**config.mk**
```make
export PLATFORM = sky130hd
export DESIGN_NAME = apb_spi_master
export DESIGN_NICKNAME = d
export VERILOG_FILES = /design/src/rtl/apb_spi_master.sv
export SDC_FILE = /design/constraint.sdc
export NUM_CORES = 1
export LEC_CHECK = 0
export BUFFER_PORTS_ARGS = -buffer_cell sky130_fd_sc_hd__buf_2
export CORE_MARGIN = 3
export CORE_UTILIZATION = 45
export DETAILED_ROUTE_END_ITERATION = 8
export SYNTH_ARGS = -nofsm -noshare
export SYNTH_HDL_FRONTEND = slang
export SYNTH_SLANG_ARGS = --single-unit
```
**constraint.sdc**
```tcl
create_clock -name clk -period 4.2 [get_ports clk]
set_clock_uncertainty 0.1 [all_clocks]
set_input_delay 0.21 -clock clk [delete_from_list [all_inputs] [get_ports clk]]
set_output_delay 0.21 -clock clk [all_outputs]
set_load 0.005 [all_outputs]
```
**src/rtl/apb_spi_master.sv**
```systemverilog
// APB slave SPI master: register file plus a single-byte, full-duplex mode-0 shift engine.
// SCLK half-period is CLKDIV+1 clk cycles; a transfer spans 16 half-periods.
module apb_spi_master #(
  parameter logic [7:0] DIV_RESET = 8'd3
) (
  input  logic       clk,
  input  logic       rst,
  input  logic       PSEL,
  input  logic       PENABLE,
  input  logic       PWRITE,
  input  logic [2:0] PADDR,
  input  logic [7:0] PWDATA,
  output logic [7:0] PRDATA,
  output logic       PREADY,
  output logic       PSLVERR,
  output logic       spi_sclk,
  output logic       spi_mosi,
  input  logic       spi_miso,
  output logic       spi_ss_n,
  output logic       spi_irq
);

  typedef enum logic [1:0] {IDLE, XFER, DONE} state_t;

  state_t      state;
  logic [3:0]  ctrl;
  logic        rx_valid;
  logic        ovr;
  logic [7:0]  rxdata;
  logic [7:0]  clkdiv;
  logic [7:0]  div_cnt;
  logic [3:0]  edge_cnt;
  logic [7:0]  tx_shift;
  logic [7:0]  rx_shift;

  logic acc, wr, rd, busy, en, lsb_first;
  logic tx_go, div_wr, abort, rx_rd, tick;

  assign acc       = PSEL & PENABLE;
  assign wr        = acc & PWRITE;
  assign rd        = acc & ~PWRITE;
  assign busy      = (state == XFER);
  assign en        = ctrl[0];
  assign lsb_first = ctrl[2];
  assign tx_go     = wr && (PADDR == 3'd2) && en && !busy;
  assign div_wr    = wr && (PADDR == 3'd4) && !busy;
  assign abort     = wr && (PADDR == 3'd0) && busy && !PWDATA[0];
  assign rx_rd     = rd && (PADDR == 3'd3);
  assign tick      = (div_cnt == clkdiv);

  assign PREADY   = 1'b1;
  assign spi_ss_n = ~ctrl[1];

  function automatic logic [7:0] rev8(input logic [7:0] d);
    logic [7:0] r;
    r = '0;
    for (int unsigned i = 0; i < 8; i++) r[i] = d[7-i];
    return r;
  endfunction

  always_comb begin
    PRDATA = '0;
    if (PSEL) begin
      case (PADDR)
        3'd0:    PRDATA = {4'b0000, ctrl};
        3'd1:    PRDATA = {5'b00000, ovr, rx_valid, busy};
        3'd3:    PRDATA = rxdata;
        3'd4:    PRDATA = clkdiv;
        default: PRDATA = '0;
      endcase
    end
  end

  always_comb begin
    PSLVERR = 1'b0;
    if (acc) begin
      if (PADDR >= 3'd5)
        PSLVERR = 1'b1;
      else if (PWRITE && (PADDR == 3'd2) && (busy || !en))
        PSLVERR = 1'b1;
      else if (PWRITE && (PADDR == 3'd4) && busy)
        PSLVERR = 1'b1;
    end
  end

  always_ff @(posedge clk) begin
    if (rst) begin
      state    <= IDLE;
      ctrl     <= '0;
      rx_valid <= 1'b0;
      ovr      <= 1'b0;
      rxdata   <= '0;
      clkdiv   <= DIV_RESET;
      div_cnt  <= '0;
      edge_cnt <= '0;
      tx_shift <= '0;
      rx_shift <= '0;
      spi_sclk <= 1'b0;
      spi_mosi <= 1'b0;
      spi_irq  <= 1'b0;
    end else begin
      if (wr && (PADDR == 3'd0)) ctrl <= PWDATA[3:0];
      if (div_wr) clkdiv <= PWDATA;
      if (rx_rd) rx_valid <= 1'b0;
      if (wr && (PADDR == 3'd1) && PWDATA[2]) ovr <= 1'b0;
      spi_irq <= ctrl[3] & (rx_valid | ovr);

      // DONE is placed after the clears so a commit overrides a same-cycle read or W1C.
      case (state)
        XFER: begin
          if (abort) begin
            state    <= IDLE;
            spi_sclk <= 1'b0;
            div_cnt  <= '0;
            edge_cnt <= '0;
          end else if (tick) begin
            div_cnt  <= '0;
            spi_sclk <= ~spi_sclk;
            edge_cnt <= edge_cnt + 4'd1;
            if (!spi_sclk) begin
              rx_shift <= {rx_shift[6:0], spi_miso};
            end else if (edge_cnt != 4'd15) begin
              if (lsb_first) begin
                tx_shift <= {1'b0, tx_shift[7:1]};
                spi_mosi <= tx_shift[1];
              end else begin
                tx_shift <= {tx_shift[6:0], 1'b0};
                spi_mosi <= tx_shift[6];
              end
            end
            if (edge_cnt == 4'd15) state <= DONE;
          end else begin
            div_cnt <= div_cnt + 8'd1;
          end
        end
        DONE: begin
          rxdata   <= lsb_first ? rev8(rx_shift) : rx_shift;
          rx_valid <= 1'b1;
          if (rx_valid && !rx_rd) ovr <= 1'b1;
          state <= IDLE;
        end
        default: ;
      endcase

      if (tx_go) begin
        tx_shift <= PWDATA;
        spi_mosi <= lsb_first ? PWDATA[0] : PWDATA[7];
        div_cnt  <= '0;
        edge_cnt <= '0;
        spi_sclk <= 1'b0;
        state    <= XFER;
      end
    end
  end

endmodule
```
==> run_results.csv <==
group,metric,value,unit
outcome,status,"completed",
setup_path,r2r_setup_slack,1.62,ns
logic_synthesis,yosysSeqAreaShare,36.39,%
clocking,cts.repair.resized,0,
global_routing,met3_usage,3.669,%
detailed_routing,viasPerCell,5.700,
power_and_ir_drop,power_leakage,1.234,nW
power_and_ir_drop,power_density,319.0,mW/mm^2
floorplan,die_h,88.00,um
logic_synthesis,mappedNetlistArea,0.003025,sq mm
floorplan,die_x,88.00,um
logic_synthesis,ys_seq_elements,55,
global_routing,grtUsageMet2,30.62,%
setup_path,reg2reg_to,"state[1]",
clocking,cts.sinks,55,
setup_path,ff2ff_path_depth,7,
placed_design,place_congestion,0.8964,
layout,multi_input_area,0.001772,sq mm
timing,period_share,61.34,%
global_routing,grt_overflow,0,
timing,worst_slack,1.624,ns
logic_synthesis,syn_area_per_cell,8.498,sq um
logic_synthesis,yosys_warnings,0,
setup_path,reg2reg_from,"state[0]",
setup_path,crit_arrival,2.73,ns
global_routing,grt.met1_usage,27.22,%
timing,post-route-min-period,2.576,ns
global_routing,grt_most_used_layer,"met2",
layout,fillCellCount,650,
timing,tightestPinTransition,0.8779,ns
power_and_ir_drop,p_int,0.0008053,W
logic_synthesis,synthCells,356,
setup_path,startpoint,"state[0]",
clocking,cts_root_buf,"clkbuf_8",
timing,rsz0062_at_grt,"no",
logic_synthesis,syn_nets,378,
floorplan,io_pins,31,
timing,hold_slack,0.01770,ns
timing,relSlewSlack,41.47,%
clocking,cts_hold_buffers,0,
global_routing,grt_max_degree,46,
setup_path,worstPathRequired,4.36,ns
power_and_ir_drop,pwr-share-comb,8.1,%
power_and_ir_drop,p_sw,0.0002460,W
timing,tns,0,ns
placed_design,dp.cells,438,
setup_path,setup.worst_path.start_class,"flip-flop",
layout,design_area,0.003296,sq mm
timing,setup_violations,0,
power_and_ir_drop,max-vdd-ir-drop,0.2015,mV
setup_path,crit_end,"state[1]",
clocking,numCtsBuffers,5,
layout,syn_to_final_growth,8.933,%
layout,num_antenna_cells,0,
clocking,clockBufferDepth,2,
clocking,tritoncts,"yes",
setup_path,path_class,"flip-flop to flip-flop",
layout,layout.nets,390,
layout,layout.cells.non_filler,446,
global_routing,grt_pass1_vias,2345,
job,maxCapViolations,0,
placed_design,place_ws,1.650,ns
clocking,path_clk_slew,0.10,ns
detailed_routing,vias,2542,
logic_synthesis,synth_common_cells,"dfxtp_1, nor2_1, mux2i_1",
timing,slew_viol_final,0,
floorplan,start_util,47.11,%
placed_design,place_hpwl,5035,um
worst_hold_path,hold_path.class,"primary input to flip-flop",
detailed_routing,drt-pass1-iter-count,4,
layout,drive_gt1_share,13.28,%
clocking,clk-insertion-delay-late,0.32,ns
logic_synthesis,synth_edf_count,0,
floorplan,dieArea,0.007743,sq mm
timing,max_freq,0.3881,GHz
layout,regArea,0.001101,sq mm
logic_synthesis,ys_async_sr_fraction,0,%
detailed_routing,drtIter0Drc,137,
logic_synthesis,synth.area.top_cells,"dfxtp_1, mux2i_1, nor2_1",
timing,hold_viol,0,
detailed_routing,totalWireLength,7102,um
clocking,post_cts_buffers,0,
detailed_routing,antenna_left,0,
floorplan,std_cell_rows,29,
setup_path,cp_max_fo,21,
detailed_routing,drc_errors,0,
logic_synthesis,ys_types,46,
power_and_ir_drop,netSwitchingFraction,23.40,%
global_routing,grt_use_total,19.46,%
logic_synthesis,yosys.cell_count.top_type,"dfxtp_1",
clocking,cts_max_level,2,
power_and_ir_drop,p_clk_share,40.0,%
global_routing,grt_pass1_wl,11720,um
placed_design,port_buffers,29,
logic_synthesis,netlist.area_leader.share,36.39,%
floorplan,coreArea,0.006422,sq mm
logic_synthesis,ys.flop_type,"dfxtp_1",
setup_path,cp-end-kind,"flip-flop",
global_routing,grt_antenna_before_repair,0,
detailed_routing,wl_per_cell,15.92,um
power_and_ir_drop,power_frac_seq,51.9,%
logic_synthesis,yosysTopAreaCell,"dfxtp_1",
placed_design,placed_area,0.003159,sq mm
## through the flow
step	power [W]	util [%]
after floorplan	0.0006156	-
after global placement	0.0006430	49.19
after detailed placement	0.0006436	49.19
after CTS	0.001059	51.32
after global routing	0.001092	51.32
final	0.001051	51.32
## worst min path at each step
stage | startpoint | cells after the start | to | slack [ns]
3_5_place_dp | ctrl[2] | 2 | ctrl[2] | 0.35
5_1_grt | spi_miso | 3 | rx_shift[0] | 0.01
6_report | spi_miso | 3 | rx_shift[0] | 0.02
4_1_cts | spi_miso | 3 | rx_shift[0] | 0.02
3_3_place_gp | ctrl[2] | 2 | ctrl[2] | 0.35
2_1_floorplan | PWDATA[0] | 1 | clkdiv[0] | 0.23
## sequential cells by signal, indices dropped and copies added (netlist names), 2 cells and up
register,flops
rxdata,8
tx_shift,8
clkdiv,8
state,2
ctrl,4
rx_shift,8
edge_cnt,4
div_cnt,8
## worst max-delay path, cell delays in order (launching register included)
cell and delay [ns]:
dfxtp_1 0.41, ha_1 0.47, inv_1 0.32, nand4_1 0.19
buf_4 0.25, nand2b_1 0.29, a211o_1 0.35, mux2i_1 0.12
## metal layers
layer,up-vias,part of all wire [%]
met5,-,0
met4,0,0.89
met3,4,4.5
met2,50,45
met1,1190,50
li1,1298,-
## power groups by stage
stage	Clock [W]	Combinational [W]	Sequential [W]
after floorplan	0	0.0000614	0.000554
after global placement	0	0.0000854	0.000558
after detailed placement	0	0.0000857	0.000558
after CTS	0.000427	0.0000859	0.000546
after global routing	0.000449	0.0000961	0.000547
final	0.000420	0.0000854	0.000546
## area by class of cell
| cell class | count | share of cell area [%] |
|---|---|---|
| repair buffers | 33 | 5.315 |
| well taps | 77 | 2.923 |
| clock buffers | 5 | 2.088 |
| inverters | 4 | 0.4556 |
| clock inverters | 3 | 2.050 |
| flip-flops and latches | 55 | 33.41 |
| multi-input cells | 269 | 53.76 |
## cells in the final DEF (no fill, tap or decap), drive strengths merged, types with 4 or more instances in the layout
cell / netlist / layout
and2: 6 / 6
nand2: 23 / 23
ha: 5 / 5
o21ai: 11 / 11
mux2i: 29 / 29
a22oi: 6 / 6
clkbuf: 15 / 5
xor2: 11 / 11
nand4: 6 / 6
a21oi: 20 / 20
nand3: 16 / 16
nor2: 50 / 50
a211oi: 17 / 17
a31oi: 5 / 5
nor3: 5 / 5
inv: 4 / 4
buf: 13 / 33
dfxtp: 55 / 55
a211o: 8 / 8
nor2b: 15 / 15
## cell families after synthesis
group,Yosys count,synth area share [%]
and+or+nand+nor,142,24.52
AOI/OAI and AO/OA,79,17.95
other,1,0.1240
muxes,31,10.71
xor gates and xnor gates,11,3.184
buffers and inverters,32,5.045
DFF,55,36.39
adders and majority gates,5,2.068
Power figures use the tool's default switching activity.
